===== src/rtl/alu_pkg.sv =====
// alu_pkg: constants shared by the execute-stage ALU and the ALU control decoder.
//   ALU_WIDTH      default operand/result width
//   ALU_*          4-bit ALU_Control operation codes
//   alu_state_e    FSM state encoding of alu_multicycle
package alu_pkg;

  localparam int ALU_WIDTH = 32;

  localparam logic [3:0] ALU_DIV = 4'b0000;  // unsigned divide
  localparam logic [3:0] ALU_MUL = 4'b0001;  // unsigned multiply
  localparam logic [3:0] ALU_SUB = 4'b0010;
  localparam logic [3:0] ALU_ADD = 4'b0011;
  localparam logic [3:0] ALU_OR  = 4'b0100;
  localparam logic [3:0] ALU_AND = 4'b0101;
  localparam logic [3:0] ALU_BNE = 4'b0110;  // A != B
  localparam logic [3:0] ALU_BGT = 4'b0111;  // signed A > B
  localparam logic [3:0] ALU_BLT = 4'b1000;  // signed A < B

  typedef enum logic [1:0] {
    ST_IDLE = 2'd0,
    ST_MUL  = 2'd1,
    ST_DIV  = 2'd2,
    ST_FIN  = 2'd3
  } alu_state_e;

endpackage


===== src/rtl/alu_muldiv_iter.sv =====
// alu_muldiv_iter: shared iterative engine for unsigned multiply (shift-add)
// and unsigned divide (restoring), one bit per clock, WIDTH steps total.
//   clk, reset   clock, synchronous active-high reset
//   start        load operands; the first step is applied on the load edge
//   is_div       1 = divide, 0 = multiply (captured at start)
//   a, b         multiplier/dividend and multiplicand/divisor
//   done         one-cycle pulse once all WIDTH steps are complete
//   hi, lo       multiply: product high/low; divide: remainder/quotient
// The first step happens on the start edge so that done is visible one cycle
// before the top-level FSM has to register the final result.
module alu_muldiv_iter #(
  parameter int WIDTH = 32
) (
  input  logic             clk,
  input  logic             reset,
  input  logic             start,
  input  logic             is_div,
  input  logic [WIDTH-1:0] a,
  input  logic [WIDTH-1:0] b,
  output logic             done,
  output logic [WIDTH-1:0] hi,
  output logic [WIDTH-1:0] lo
);

  localparam int CNT_W = $clog2(WIDTH + 1);

  logic [WIDTH-1:0] hi_reg, lo_reg, b_reg;
  logic             div_reg, run_reg, done_reg;
  logic [CNT_W-1:0] cnt_reg;

  logic [WIDTH-1:0] cur_hi, cur_lo, cur_b;
  logic             cur_div;
  logic [WIDTH:0]   mul_sum, div_shift, div_diff;
  logic [WIDTH-1:0] step_hi, step_lo;

  // One iteration step, applied either to freshly loaded operands or to the
  // running register pair.
  always_comb begin
    if (start) begin
      cur_hi  = '0;
      cur_lo  = a;
      cur_b   = b;
      cur_div = is_div;
    end else begin
      cur_hi  = hi_reg;
      cur_lo  = lo_reg;
      cur_b   = b_reg;
      cur_div = div_reg;
    end
    mul_sum   = {1'b0, cur_hi} + (cur_lo[0] ? {1'b0, cur_b} : '0);
    div_shift = {cur_hi, cur_lo[WIDTH-1]};
    // Partial remainder stays below the divisor, so bit WIDTH of the
    // difference is set exactly when the trial subtraction borrows.
    div_diff  = div_shift - {1'b0, cur_b};
    if (cur_div) begin
      if (!div_diff[WIDTH]) begin
        step_hi = div_diff[WIDTH-1:0];
        step_lo = {cur_lo[WIDTH-2:0], 1'b1};
      end else begin
        step_hi = div_shift[WIDTH-1:0];
        step_lo = {cur_lo[WIDTH-2:0], 1'b0};
      end
    end else begin
      step_hi = mul_sum[WIDTH:1];
      step_lo = {mul_sum[0], cur_lo[WIDTH-1:1]};
    end
  end

  always_ff @(posedge clk) begin
    if (reset) begin
      hi_reg   <= '0;
      lo_reg   <= '0;
      b_reg    <= '0;
      div_reg  <= 1'b0;
      run_reg  <= 1'b0;
      done_reg <= 1'b0;
      cnt_reg  <= '0;
    end else begin
      done_reg <= 1'b0;
      if (start) begin
        hi_reg  <= step_hi;
        lo_reg  <= step_lo;
        b_reg   <= b;
        div_reg <= is_div;
        cnt_reg <= CNT_W'(WIDTH - 1);
        run_reg <= 1'b1;
      end else if (run_reg) begin
        hi_reg  <= step_hi;
        lo_reg  <= step_lo;
        cnt_reg <= cnt_reg - 1'b1;
        if (cnt_reg == CNT_W'(1)) begin
          run_reg  <= 1'b0;
          done_reg <= 1'b1;
        end
      end
    end
  end

  assign done = done_reg;
  assign hi   = hi_reg;
  assign lo   = lo_reg;

endmodule


===== src/rtl/alu_multicycle.sv =====
// alu_multicycle: multi-cycle execute-stage ALU with start/busy/done handshake.
//   clk, reset            clock, synchronous active-high reset
//   start                 launch; honoured only when busy=0 (IDLE or FIN)
//   ALU_Control, A, B     operation code and operands, captured at start
//   Result, Hi            result / quotient, upper product / remainder
//   Zero, Branch_Taken    Result==0, branch condition for bne/bgt/blt
//   busy, done, error     in-flight, one-cycle completion pulse, bad op
// Build option: define ALU_MULDIV_EN to build the iterative multiply/divide
// path; without it codes 0000/0001 are reported as invalid and busy is 0.
module alu_multicycle
  import alu_pkg::*;
#(
  parameter int WIDTH = ALU_WIDTH
) (
  input  logic             clk,
  input  logic             reset,
  input  logic             start,
  input  logic [3:0]       ALU_Control,
  input  logic [WIDTH-1:0] A,
  input  logic [WIDTH-1:0] B,
  output logic [WIDTH-1:0] Result,
  output logic [WIDTH-1:0] Hi,
  output logic             Zero,
  output logic             Branch_Taken,
  output logic             busy,
  output logic             done,
  output logic             error
);

  alu_state_e       state_reg;
  logic [WIDTH-1:0] result_reg, hi_reg;
  logic             zero_reg, branch_reg, done_reg, error_reg;

  logic [WIDTH-1:0] sc_result, sc_hi;
  logic             sc_branch, sc_error;
  logic             accept;

  assign accept = start && (state_reg == ST_IDLE || state_reg == ST_FIN);

  // Single-cycle results; also covers divide-by-zero and invalid codes.
  always_comb begin
    sc_result = '0;
    sc_hi     = '0;
    sc_branch = 1'b0;
    sc_error  = 1'b0;
    case (ALU_Control)
      ALU_SUB: sc_result = A - B;
      ALU_ADD: sc_result = A + B;
      ALU_OR:  sc_result = A | B;
      ALU_AND: sc_result = A & B;
      ALU_BNE: begin
        sc_result = A - B;
        sc_branch = (A != B);
      end
      ALU_BGT: begin
        sc_result = A - B;
        sc_branch = ($signed(A) > $signed(B));
      end
      ALU_BLT: begin
        sc_result = A - B;
        sc_branch = ($signed(A) < $signed(B));
      end
`ifdef ALU_MULDIV_EN
      // Only reaches the output registers when B is zero.
      ALU_DIV: begin
        sc_result = '1;
        sc_hi     = A;
        sc_error  = 1'b1;
      end
      ALU_MUL: sc_error = 1'b0;
`else
      ALU_DIV: sc_error = 1'b1;
      ALU_MUL: sc_error = 1'b1;
`endif
      default: sc_error = 1'b1;
    endcase
  end

`ifdef ALU_MULDIV_EN
  logic             busy_reg;
  logic             launch_mul, launch_div, iter_done;
  logic [WIDTH-1:0] iter_hi, iter_lo;

  assign launch_mul = (ALU_Control == ALU_MUL);
  assign launch_div = (ALU_Control == ALU_DIV) && (B != '0);

  alu_muldiv_iter #(.WIDTH(WIDTH)) u_iter (
    .clk    (clk),
    .reset  (reset),
    .start  (accept && (launch_mul || launch_div)),
    .is_div (launch_div),
    .a      (A),
    .b      (B),
    .done   (iter_done),
    .hi     (iter_hi),
    .lo     (iter_lo)
  );

  assign busy = busy_reg;
`else
  assign busy = 1'b0;
`endif

  always_ff @(posedge clk) begin
    if (reset) begin
      state_reg  <= ST_IDLE;
      result_reg <= '0;
      hi_reg     <= '0;
      zero_reg   <= 1'b1;
      branch_reg <= 1'b0;
      done_reg   <= 1'b0;
      error_reg  <= 1'b0;
`ifdef ALU_MULDIV_EN
      busy_reg   <= 1'b0;
`endif
    end else begin
      done_reg <= 1'b0;
      case (state_reg)
        // FIN accepts a new start so operations can run back to back.
        ST_IDLE, ST_FIN: begin
          state_reg <= ST_IDLE;
          if (accept) begin
`ifdef ALU_MULDIV_EN
            if (launch_mul || launch_div) begin
              state_reg <= launch_div ? ST_DIV : ST_MUL;
              busy_reg  <= 1'b1;
            end else
`endif
            begin
              state_reg  <= ST_FIN;
              result_reg <= sc_result;
              hi_reg     <= sc_hi;
              zero_reg   <= (sc_result == '0);
              branch_reg <= sc_branch;
              error_reg  <= sc_error;
              done_reg   <= 1'b1;
            end
          end
        end
`ifdef ALU_MULDIV_EN
        ST_MUL, ST_DIV: begin
          if (iter_done) begin
            state_reg  <= ST_FIN;
            result_reg <= iter_lo;
            hi_reg     <= iter_hi;
            zero_reg   <= (iter_lo == '0);
            branch_reg <= 1'b0;
            error_reg  <= 1'b0;
            done_reg   <= 1'b1;
            busy_reg   <= 1'b0;
          end
        end
`endif
        default: state_reg <= ST_IDLE;
      endcase
    end
  end

  assign Result       = result_reg;
  assign Hi           = hi_reg;
  assign Zero         = zero_reg;
  assign Branch_Taken = branch_reg;
  assign done         = done_reg;
  assign error        = error_reg;

endmodule


===== config.mk =====
export PLATFORM = sky130hd
export DESIGN_NAME = alu_multicycle
export DESIGN_NICKNAME = d
export VERILOG_FILES = /design/src/rtl/alu_pkg.sv /design/src/rtl/alu_muldiv_iter.sv /design/src/rtl/alu_multicycle.sv
export SDC_FILE = /design/constraint.sdc
export NUM_CORES = 1
export LEC_CHECK = 0
export ABC_CLOCK_PERIOD_IN_PS = 8500
export CAP_MARGIN = 20
export CORE_ASPECT_RATIO = 1.75
export CORE_MARGIN = 3
export CORE_UTILIZATION = 40
export CTS_BUF_LIST = sky130_fd_sc_hd__clkbuf_4 sky130_fd_sc_hd__clkbuf_8
export DETAILED_ROUTE_END_ITERATION = 10
export GPL_TIMING_DRIVEN = 0
export REMOVE_ABC_BUFFERS = 1
export SYNTH_ARGS = -nofsm -noshare
export SYNTH_HDL_FRONTEND = slang
export SYNTH_SLANG_ARGS = --single-unit

===== constraint.sdc =====
create_clock -name clk -period 8.5 [get_ports clk]
set_clock_uncertainty 0.15 [all_clocks]
set_input_delay 1.275 -clock clk [delete_from_list [all_inputs] [get_ports clk]]
set_output_delay 1.275 -clock clk [all_outputs]
set_load 0.1 [all_outputs]

==> reports/metrics.cfg, run 1 <==
[cts]
clk_latency_ns = 0.30
clockBufferDepth = 2
cts_tree = yes
cts_max_level = 2
cts.sinks = 36
ctsHoldBuffers = 0
cts_root_buf = clkbuf_8
clkTransAtPathRegs_ns = 0.08
cts_resized = 0
cts_buffers = 5
cts_setup_buffers = 0

[setup_path]
slowest_stage = nor4_1
required_ns = 8.60
ff2ff_setup_slack_ns = 7.58
endpoint = Zero$_SDFFE_PP1P_
worstPathArrival_ns = 5.73
path_class = in2reg
path_cells = clkdlybuf4s50_1 > inv_1 > ha_1 > a211oi_1 > o31ai_2 > a22oi_1 > nor2b_1 > nor3_1 > nor4_1 > nand4_1 > a211oi_1 > nand4_1 > nor4_1 > a31o_1
critPathMaxStageDelay_ns = 0.82
timing.rr.end = Zero$_SDFFE_PP1P_
crit_fanout = 6
reg2regPathDepth = 2
critPathLaunchType = input port
cp-end-kind = register
crit_start = A[1]
timing.rr.start = Zero$_SDFFE_PP1P_

[power_and_ir_drop]
irDropWorstVdd_v = 0.0000655
total_power_mw = 0.960
p_leak_nw = 3.53
power.density_nw_per_um2 = 117

[drt]
top_layer_used = met4
routed-wl-met3_um = 1060
routed_wirelength_um = 23600
dr.pass1.iters = 5
met2RoutedLength_um = 12000
drt_iter0_drc = 515
drtAntennaViolNets = 0
wl_met1_um = 9050
wl_per_cell_um = 18.2
vias_per_cell = 5.85
drc = 0
via_count = 7568

[logic_synthesis]
yosys_most_used_dff = dfxtp_1
synth_warnings = 0
yosys.area.top_type = ha_1
synth.avg_cell_area_um2 = 6.89
synth_enable_flop_cells = 0
ys_types = 82
synthesis.area_um2 = 6930
ys_top_cells_by_area = ha_1 (18%), dfxtp_1 (10%), nor2_1 (5.9%), a21oi_1 (5.6%), inv_1 (5.1%)
synth-seq-cells = 36
yosysSeqAreaShare = 0.104
synth_cells = 1006
synth_top_area_frac = 0.184
async_flop_share = 0

[status]
status = finished, final reports clean

[final_layout]
nFillCells = 1803
largest_reg_flops = 32
fin_area_um2 = 8170
seqCellArea_um2 = 721
diodes = 0
finalNetCount = 1241
areaGrowthSynthToFinish_pct = 18.0
multi_input_area_um2 = 5490
drive_gt1_frac = 0.0394

[floorplan]
dieHeight_um = 180
design.die.area_um2 = 19000
rows = 63
coreArea_um2 = 16900
ios = 140
start_util = 0.409
fp.dieW_um = 105

[timing]
setup_viol = 0
slew_violations = 0
fin_setup_tns_ns = 0
worstMarginPinSlew_ns = 0.989
relSlewSlack = 0.338
fin_crit_ns = 5.63
hold_viol_final = 0
clock.fmax_mhz = 178
rsz0062_at_grt = false
min_period_over_period = 0.662

[placement]
dpl-instance-area_um2 = 8080
port_buffers = 106
place_hpwl_um = 19000
gp_congestion = 0.928

[global_route]
antenna_found_initial = 0
grt_pass1_vias = 7315
grt_max_degree = 51
track_usage = 0.240
overflow = 0
grt_pass1_wl_um = 37400

[min_path]
hp-class = reg2reg

[flow_run]
maxCapViolations = 0

-- how the worst min path moves through the flow --
stage | startpoint | to | cells after the start
final | error$_SDFFE_PP0P_ | error$_SDFFE_PP0P_ | 2
after global routing | error$_SDFFE_PP0P_ | error$_SDFFE_PP0P_ | 2
after CTS | error$_SDFFE_PP0P_ | error$_SDFFE_PP0P_ | 2
after detailed placement | error$_SDFFE_PP0P_ | error$_SDFFE_PP0P_ | 2
after global placement | error$_SDFFE_PP0P_ | error$_SDFFE_PP0P_ | 2
after floorplan | error$_SDFFE_PP0P_ | error$_SDFFE_PP0P_ | 2
-- worst max-delay path: cells and delay by family --
kind / cells / cell delay [ns]
simple gates: 6 / 1.74
compound gates: 5 / 1.69
fa+ha+maj: 1 / 0.35
buf+inv: 2 / 0.67
-- layout by cell type, fill, tap and decap left out, types with 6 or more instances in the layout --
cell,n
nor2b_1,11
or3_1,6
a211oi_1,31
clkbuf_8,6
a21oi_1,78
nand4_1,11
clkdlybuf4s50_1,104
o21a_1,8
inv_1,94
dfxtp_1,36
o221ai_1,13
o211ai_1,11
o31ai_1,9
mux2i_1,11
nor3_1,27
nand2_1,87
a221oi_1,6
nand2b_1,14
conb_1,33
a221o_1,12
nand3_1,13
and2_1,6
and4_1,6
a21o_1,13
o21ai_0,59
ha_1,102
nor4_1,14
nor2_1,108
a22oi_1,10
a31oi_1,11
-- Yosys cell counts (12+ instances only) --
cell and number:
o221ai_1 13, nor4_1 14, ha_1 102, nand3_1 13, nand2b_1 14, inv_1 94, nand2_1 87, dfxtp_1 36
nor3_1 27, clkbuf_1 42, a221o_1 12, o21ai_0 59, a21o_1 13, a21oi_1 78, buf_4 34, a211oi_1 31
nor2_1 108
-- layer usage --
metal,track usage,vias to the layer above
met1,0.258,3530
met3,0.0272,88
met5,0,-
met4,0.138,0
met2,0.444,272
li1,-,3678
-- stage by stage --
stage                     hold WS [ns]  std cells  setup WS (ns)   util
after floorplan                  0.746        945           3.87      -
after global placement           0.306       1278          0.842  0.466
after detailed placement         0.316       1286           2.61  0.476
after CTS                        0.327       1294           2.92  0.482
after global routing             0.341       1294           2.46  0.482
final                            0.319       1294           2.87  0.482
-- logic make-up (layout without fill, tap and decap cells) --
kind of cell,after synthesis,after routing,synth area share
fa+ha+maj,104,104,0.190
compound gates,334,334,0.339
simple gates,327,327,0.224
buf+inv,190,219,0.123
flops,36,36,0.104
xor+xnor,3,3,0.00379
other cells,1,33,0.000541
mux,11,11,0.0159
-- area by class of cell --
cell class | instances | share of cell area
Sequential cell | 36 | 0.0882
Clock buffer | 7 | 0.0110
Multi-Input combinational cell | 812 | 0.672
Timing Repair Buffer | 114 | 0.149
Tap cell | 227 | 0.0348
Clock inverter | 1 | 0.000919
Inverter | 97 | 0.0445
-- power breakdown --
group | internal, mW | switching [mW]
Clock | 0.0691 | 0.0663
Sequential | 0.183 | 0.00879
Combinational | 0.192 | 0.441
Total | 0.444 | 0.516
No activity file was read; power rests on OpenSTA's default activity.
==> run 2: changes to the inputs <==
--- a/config.mk
+++ b/config.mk
@@ -5,7 +5,7 @@
 export SDC_FILE = /design/constraint.sdc
 export NUM_CORES = 1
 export LEC_CHECK = 0
-export ABC_CLOCK_PERIOD_IN_PS = 8500
+export ABC_CLOCK_PERIOD_IN_PS = 5800
 export CAP_MARGIN = 20
 export CORE_ASPECT_RATIO = 1.75
 export CORE_MARGIN = 3
==> constraint.sdc (replaced) <==
create_clock -name clk -period 5.8 [get_ports clk]
set_clock_uncertainty 0.15 [all_clocks]
set_input_delay 0.87 -clock clk [delete_from_list [all_inputs] [get_ports clk]]
set_output_delay 0.87 -clock clk [all_outputs]
set_load 0.1 [all_outputs]
==> results of run 2 <==
The final DEF is identical to that of run 1. Status: finished, final reports clean.
Among the figures that moved: setup slack after placement 2.61 ns -> 0.314 ns; setup slack after layout 2.87 ns -> 0.575 ns; register-to-register setup slack 7.58 ns -> 4.88 ns; total power 0.960 mW -> 1.41 mW; worst IR drop on VDD 0.0000655 V -> 0.0000961 V
